--- config.mk ---
export PLATFORM = sky130hd
export DESIGN_NAME = fc_act_loader
export DESIGN_NICKNAME = d
export VERILOG_FILES = /design/src/rtl/fc_pkg.sv /design/src/rtl/fc_act_loader.sv
export SDC_FILE = /design/constraint.sdc
export NUM_CORES = 1
export LEC_CHECK = 0
export BUFFER_PORTS_ARGS = -buffer_cell sky130_fd_sc_hd__clkbuf_2
export CAP_MARGIN = 20
export CORE_AREA = 10 10 414 416
export CTS_CLUSTER_DIAMETER = 120
export DETAILED_ROUTE_END_ITERATION = 10
export DIE_AREA = 0 0 424 426
export HOLD_SLACK_MARGIN = 0.03
export SYNTH_ARGS = -nofsm -noshare
export SYNTH_HDL_FRONTEND = slang
export SYNTH_SLANG_ARGS = --single-unit
--- constraint.sdc ---
create_clock -name clk -period 5.4 [get_ports clk]
set_clock_uncertainty 0.2 [all_clocks]
set_input_delay 1.35 -clock clk [delete_from_list [all_inputs] [get_ports clk]]
set_output_delay 1.35 -clock clk [all_outputs]
set_load 0.05 [all_outputs]
--- src/rtl/fc_pkg.sv ---
// Shared defaults and state encoding for the fully-connected activation loader.
package fc_pkg;

    localparam int unsigned WIDTH_DEF = 8;
    localparam int unsigned IN_DEF    = 128;
    localparam int unsigned ZW_DEF    = WIDTH_DEF * 2 + $clog2(IN_DEF);

    typedef enum logic [1:0] {
        S_FILL   = 2'd0,
        S_SETTLE = 2'd1,
        S_OUT    = 2'd2
    } state_e;

endpackage

--- src/rtl/fc_act_loader.sv ---
// Collects a streamed activation vector, holds it on the layer input while the
// combinational layer settles, then registers the layer result for handoff.
module fc_act_loader
    import fc_pkg::*;
#(
    parameter int unsigned WIDTH  = WIDTH_DEF,
    parameter int unsigned IN     = IN_DEF,
    parameter int unsigned SETTLE = 2,
    localparam int unsigned ZW    = WIDTH * 2 + $clog2(IN)
) (
    input  logic             clk,
    input  logic             rst_n,
    input  logic [WIDTH-1:0] s_data,
    input  logic             s_valid,
    output logic             s_ready,
    input  logic             s_last,
    output logic [WIDTH-1:0] x_vec [0:IN-1],
    input  logic [ZW-1:0]    z_in,
    output logic [ZW-1:0]    m_data,
    output logic             m_valid,
    input  logic             m_ready,
    output logic             frame_err
);

    localparam int unsigned IDXW = $clog2(IN);
    localparam int unsigned CW   = (SETTLE > 1) ? $clog2(SETTLE) : 1;
    localparam logic [IDXW-1:0] LAST_IDX = IDXW'(IN - 1);

    state_e           state_q, state_d;
    logic [IDXW-1:0]  idx_q, idx_d;
    logic [CW-1:0]    cnt_q, cnt_d;
    logic [WIDTH-1:0] x_vec_q [0:IN-1];
    logic [WIDTH-1:0] x_vec_d [0:IN-1];
    logic [ZW-1:0]    m_data_q, m_data_d;
    logic             m_valid_q, m_valid_d;
    logic             frame_err_q, frame_err_d;
    logic             s_ready_q, s_ready_d;

    // Next-state, datapath and output computation
    always_comb begin
        state_d     = state_q;
        idx_d       = idx_q;
        cnt_d       = cnt_q;
        x_vec_d     = x_vec_q;
        m_data_d    = m_data_q;
        m_valid_d   = m_valid_q;
        frame_err_d = 1'b0;

        case (state_q)
            S_FILL: begin
                if (s_valid) begin
                    x_vec_d[idx_q] = s_data;
                    if (idx_q == LAST_IDX) begin
                        state_d     = S_SETTLE;
                        cnt_d       = CW'(SETTLE - 1);
                        idx_d       = '0;
                        frame_err_d = ~s_last;
                    end else if (s_last) begin
                        // Short vector: discard it and restart at element 0
                        idx_d       = '0;
                        frame_err_d = 1'b1;
                    end else begin
                        idx_d = idx_q + IDXW'(1);
                    end
                end
            end
            S_SETTLE: begin
                if (cnt_q == '0) begin
                    m_data_d  = z_in;
                    m_valid_d = 1'b1;
                    state_d   = S_OUT;
                end else begin
                    cnt_d = cnt_q - CW'(1);
                end
            end
            S_OUT: begin
                if (m_ready) begin
                    m_valid_d = 1'b0;
                    state_d   = S_FILL;
                end
            end
            default: state_d = S_FILL;
        endcase

        s_ready_d = (state_d == S_FILL);
    end

    always_ff @(posedge clk or negedge rst_n) begin
        if (!rst_n) begin
            state_q     <= S_FILL;
            idx_q       <= '0;
            cnt_q       <= '0;
            x_vec_q     <= '{default: '0};
            m_data_q    <= '0;
            m_valid_q   <= 1'b0;
            frame_err_q <= 1'b0;
            s_ready_q   <= 1'b1;
        end else begin
            state_q     <= state_d;
            idx_q       <= idx_d;
            cnt_q       <= cnt_d;
            x_vec_q     <= x_vec_d;
            m_data_q    <= m_data_d;
            m_valid_q   <= m_valid_d;
            frame_err_q <= frame_err_d;
            s_ready_q   <= s_ready_d;
        end
    end

    assign s_ready   = s_ready_q;
    assign x_vec     = x_vec_q;
    assign m_data    = m_data_q;
    assign m_valid   = m_valid_q;
    assign frame_err = frame_err_q;

endmodule

Word-level counts from Yosys, hierarchy flattened. Index checks and enable logic that the tools add are counted.

Bits in registers: 1060. Bits of input ports: 36. Output and inout bits: 1050. Logic and storage cells: 179.

Add/subtract/negate cells: 2. Mux-type cells: 21. $lt $le $gt $ge: 2. Equality and inequality tests: 7. Bitwise gates (word level): 3. Reductions and logical operators: 9.

Operator list (count): $bwmux 1024 (1); $demux 8 s7 (1); $mux 7 (2); $mux 1 (9); $ge 8x8->1 const B (1); $lt 8x1->1 const B (1); $mux 2 (4); $mux 8 (1); $ne 2x2->1 const B (4); $not 7->8 (1); $add 7x1->7 const B (1); $eq 7x7->1 const B (1); $pmux 2 s3 (1); $reduce_and 3->1 (2); $logic_not 2->1 (2); $pmux 1 s2 (2); $reduce_and 2->1 (2); $reduce_bool 2->1 (2); $eq 2x1->1 const B (1); $eq 2x2->1 const B (1); $not 1->1 (2); $logic_and 1x1->1 (1); $sub 1x1->1 const B (1).

Longest topological paths before layout.
Depth in word-level cells: 6. Mapped depth: 6. Depth with buffers taken out: 4.

Worst setup path before layout. OpenSTA, ideal clock, no wires.

Path type: input to register. From: input port s_valid. To: register x_vec_q, in the netlist x_vec[128]. Data arrival time: 2.705 ns. Slack: 2.371 ns. Cell stages on the path: 4. Library setup time: 0.125 ns. Path buffers: 1. Cell sequence: nand2_1 clkbuf_1 nor3_2 mux2_2.

Longest elaborated chain between the ends: 1.

RTL lines: start: declaration (RTL line fc_act_loader.sv:14) `input logic s_valid,`; $reduce_and 2->1 (no source line); end signal: assignment (RTL line fc_act_loader.sv:102) `x_vec_q <= x_vec_d;`; end: declaration (RTL line fc_act_loader.sv:32) `logic [WIDTH-1:0] x_vec_q [0:IN-1];`.

Every way passes these cells. A chain may end at the register's enable or synchronous reset.

Worst setup path in the final report.
From: register idx_q[3]. To: register x_vec_q, in the netlist x_vec[951].

Longest elaborated chain between the ends: 6. Elaborated cells on any way between the ends: 7. Classes of those cells: 2 x order compare; 3 x mux; 1 x bitwise; 1 x reduce/logical.

RTL lines: start: declaration (RTL line fc_act_loader.sv:30) `logic [IDXW-1:0] idx_q, idx_d;`; start signal: assignment (RTL line fc_act_loader.sv:100) `idx_q <= idx_d;`; $not 7->8 (not written as such) * (RTL line fc_act_loader.sv:52) `x_vec_d[idx_q] = s_data;`; $ge 8x8->1 (not written as such) or $lt 8x1->1 (tied branches) (RTL line fc_act_loader.sv:52); $logic_and 1x1->1 (not written as such) (RTL line fc_act_loader.sv:52); $mux 8 (not written as such) (RTL line fc_act_loader.sv:52); $demux 8 s7 * (RTL line fc_act_loader.sv:52); $bwmux 1024 * (RTL line fc_act_loader.sv:52).

Every way passes the cells marked *; elsewhere a longest branch is shown, timed or not.

==> impl.org <==
** Clock tree
- Clock Latency Late Sink :: 0.73 ns
- Buffer levels on the longest clock path :: 3
- TritonCTS built the clock tree.
- Count of hold buffers inserted by post-cts repair :: 0
- After clock tree synthesis, the clock-pin slew on the worst setup and hold paths is 0.06 ns.
- Counting every sink on the clock net gives 1060.
- H-Tree Level Count :: 3
- CTS-repair resized insts :: 0
- Post-CTS timing repair inserted 0 buffers for setup.
- TritonCTS created 114 clock buffers.
- The tree is rooted in a sky130_fd_sc_hd__clkbuf_16.

** Place
- Final weighted congestion of routability-driven global placement :: 0.794
- At the placement stage, the worst setup path has a slack of 1.38 ns.
- HPWL after detailed placement :: 111000 um
- Input and output buffers added on the ports amount to 1085.
- Counting tap cells, the placed design contains a total of 5633 instances.
- Cell Area, Placed :: 48700 um^2

** Floorplanning
- Number of top-level design ports :: 1086
- Once the floorplan was initialized, standard cells occupied 24.8% of the core.
- Die width :: 424 um
- Total Die Area :: 181000 um^2
- Num rows :: 148
- Die Span Y :: 426 um
- The region available for standard cell placement spans 163000 um^2.

** Logic synthesis
- Commonest cells post-synth :: sky130_fd_sc_hd__dfrtp_1 (1059), sky130_fd_sc_hd__mux2_2 (1045), sky130_fd_sc_hd__clkbuf_1 (139)
- After synthesis, the netlist uses 46 different library cells.
- Portion of netlist area occupied by mux cells :: 29.2%
- Proportion of synthesized chip area in sequential cells :: 65.7%
- After Yosys synthesis, XOR and XNOR cells account for 0% of the synthesized area.
- Area fraction in and, or, nand and nor cells after synthesis :: 2.91%
- Compound-cell area share of the yosys netlist :: 0.347%
- Number of synthesized flops with an enable pin :: 0
- Most common flop cell mapped by yosys :: sky130_fd_sc_hd__dfrtp_1
- Mean cell area of the mapped netlist :: 16.2 um^2
- Of the total synthesized cell area, the portion taken by full adders, half adders and majority gates is 0.0310%.
- In the synthesized netlist, the number of instances is 2496.
- Post-synthesis net count :: 2533
- Combined area of all synthesized cells :: 40400 um^2
- FF+latch count, synth :: 1060
- Yosys printed 0 warnings.
- Yosys instantiated no cell more often than sky130_fd_sc_hd__dfrtp_1.
- After synthesis, the largest family of logic cells by area is multiplexers.
- Cell type with the largest total area after synthesis :: sky130_fd_sc_hd__dfrtp_1
- After synthesis, the share of flip-flops with an asynchronous set or reset is 100%.
- Most area-consuming cells after synthesis :: sky130_fd_sc_hd__dfrtp_1 (66%), sky130_fd_sc_hd__mux2_2 (29%), sky130_fd_sc_hd__nand3_1 (1.3%)
- Yosys top cell area share :: 65.6%

** Finish
- Net total in the final layout :: 3612
- From synthesis to final layout, the design area changed by 30.0%.
- The finished cells cover 52500 um^2.
- Layout cells sized above 1 :: 65.6%
- Fill cells in the final layout number 16300.
- Leaving out filler cells and counting taps, the final layout contains 5834.
- For this run, the share of the core covered by cells in the final layout is 32.3%.

** STA
- Setup repair after global routing left no endpoint under its margin.
- Static timing analysis puts the maximum clock frequency at 313 MHz.
- Final critical delay including setup and external delays :: 3.19 ns
- Count of endpoints failing setup in the final report :: 0
- The hold violation count in the final report came to 0.
- Worst hold slack after final layout :: 0.285 ns
- The worst pin sits at a relative slew slack of 33.9%.
- In the final timing run, aggregate negative setup slack is 0 ns.
- Worst-Margin Slew :: 0.989 ns
- Share of the clock period used by the worst path after layout :: 59.2%
- Slack of the critical path :: 2.21 ns
- The total count of max-transition violations in the final report came to 0.

** Drt
- In the routed design, unresolved DRC markers number 0.
- Wire segments on met2 add up to 79500 um in the final route.
- Top routing layer in use :: met4
- First-pass iteration count of the detailed router :: 7
- Routed length per placed instance :: 26.5 um
- In this run, the number of DRC markers left after iteration 0 of detailed routing was 1501.
- Summed over all nets, wire length on met3 after detailed routing comes to 9340 um.
- Post-route ant nets :: 0
- Vias after detailed routing :: 26300
- DR vias/cell :: 4.50
- Post-Route M1 WL :: 58600 um
- After detailed routing, the total wire length is 154000 um.

** Worst setup path
- Arrival time reported for the critical path endpoint :: 3.60 ns
- Largest fanout on the critical path :: 18
- The setup path with the least slack is of type flip-flop to flip-flop.
- The worst setup path is captured at a flip-flop.
- At the worst endpoint, the required time is 5.81 ns.
- Launching element type of the critical path :: flip-flop

** Min path
- Hold Path Class :: flip-flop to flip-flop

** GRT
- Via count of the first global-routing pass :: 27300
- In the global route stage, overall resource usage came out at 16.3%.
- Grt ovf :: 0
- The initial antenna violation count was 4.
- The first global-routing pass estimated 214000 um of wire.
- Largest net degree at the start of global routing :: 98

** Run
- The tool flagged a number of max-cap violations equal to 0.

** Pwr
- Overall power consumption after layout is estimated at 18.7 mW.
- The analysis attributes to cell leakage a power of 28.4 nW.
- IR Drop Worst-Case VDD :: 381 uV
- Power Density :: 356 nW/um^2

** Run status
- Result of the run :: finished, final reports clean
routing by layer:
| layer | GRT usage, % | vias up |
|---|---|---|
| met2 | 28.7 | 881 |
| li1 | - | 11100 |
| met1 | 18.4 | 14100 |
| met4 | 7.06 | 0 |
| met5 | 0 | - |
| met3 | 4.28 | 247 |
kinds of logic after synthesis:
family / after synthesis
buffers and inverters: 184
muxes: 1047
DFF: 1060
and+or+nand+nor: 182
AOI/OAI and AO/OA: 22
adders and majority gates: 1
area by class of cell:
cell class	instances	area, um^2	area share, %
diodes	2	5.00	0.00954
clock buffers	163	3310	6.31
clock inverters	35	465	0.887
inverters	3	11.3	0.0215
multi-input cells	1252	13200	25.2
flip-flops and latches	1060	26500	50.5
well taps	2175	2720	5.18
repair buffers	1144	6200	11.8
worst max-delay path, cell delays in order (launching register included):
cell,delay [ns]
sky130_fd_sc_hd__dfrtp_2,0.66
sky130_fd_sc_hd__buf_4,0.28
sky130_fd_sc_hd__nor4b_2,0.82
sky130_fd_sc_hd__nand3_1,0.64
sky130_fd_sc_hd__mux2_2,0.46
final timing paths:
kind | start | to | slack, ns | depth (start not counted)
setup / recovery | idx_q[3] | x_vec[951] | 2.21 | 4
hold / removal | x_vec[558] | x_vec[558] | 0.28 | 1
setup reg to reg | idx_q[3] | x_vec[951] | 2.21 | 4
hold reg to reg | x_vec[558] | x_vec[558] | 0.28 | 1
max in group asynchronous | rst_n | x_vec[146] | 3.31 | 2
min in group asynchronous | rst_n | x_vec[502] | 0.45 | 1
report_power, final:
group          internal (mW)  switching, mW  total, mW
clock                   4.54           3.35       7.89
combinational          0.498           1.89       2.39
sequential              8.24          0.181       8.42
total                   13.3           5.42       18.7
flip-flops by register name, summed over array words and instances (netlist names):
register / count
state_q: 2
idx_q: 7
cnt_q: 1
x_vec: 1024
s_ready: 1
m_valid: 1
m_data: 23
frame_err: 1
cell usage in the layout, fill, tap and decap left out, types with 2 or more instances in the layout:
cell type                   synthesis  routed
sky130_fd_sc_hd__a22oi_1            2       2
sky130_fd_sc_hd__clkbuf_16          0     116
sky130_fd_sc_hd__bufinv_16          0       6
sky130_fd_sc_hd__and4b_1            4       4
sky130_fd_sc_hd__dfrtp_1         1059    1055
sky130_fd_sc_hd__diode_2            0       2
sky130_fd_sc_hd__nor4b_2            2       4
sky130_fd_sc_hd__dfrtp_2            0       4
sky130_fd_sc_hd__inv_6              0       4
sky130_fd_sc_hd__o21ai_0            9       9
sky130_fd_sc_hd__nor2_1             3       3
sky130_fd_sc_hd__nor2b_1            4       3
sky130_fd_sc_hd__clkinv_4           0       3
sky130_fd_sc_hd__buf_4              3      43
sky130_fd_sc_hd__nor4bb_2           0       3
sky130_fd_sc_hd__inv_1              3       3
sky130_fd_sc_hd__nor3_2             5       5
sky130_fd_sc_hd__clkbuf_8           0      23
sky130_fd_sc_hd__a21oi_1            2       2
sky130_fd_sc_hd__nand3_1          107     107
sky130_fd_sc_hd__or3_1              2       2
sky130_fd_sc_hd__nand2_1            7       7
sky130_fd_sc_hd__clkbuf_1         139      24
sky130_fd_sc_hd__mux2_2          1045    1045
sky130_fd_sc_hd__nand4b_1           4       4
sky130_fd_sc_hd__clkbuf_2           2    1076
sky130_fd_sc_hd__o31ai_1            3       3
sky130_fd_sc_hd__nor4bb_4           0       3
sky130_fd_sc_hd__buf_12             0      22
sky130_fd_sc_hd__nor4b_4            0       2
sky130_fd_sc_hd__nand3_2            4       4
sky130_fd_sc_hd__nor3_4             5       5
sky130_fd_sc_hd__clkinv_16          0       4
sky130_fd_sc_hd__or4_1              3       3
sky130_fd_sc_hd__and3_1            10      10
sky130_fd_sc_hd__clkinv_2           0      16
sky130_fd_sc_hd__mux2_1             2       2
(Power assumes the default switching activity.)
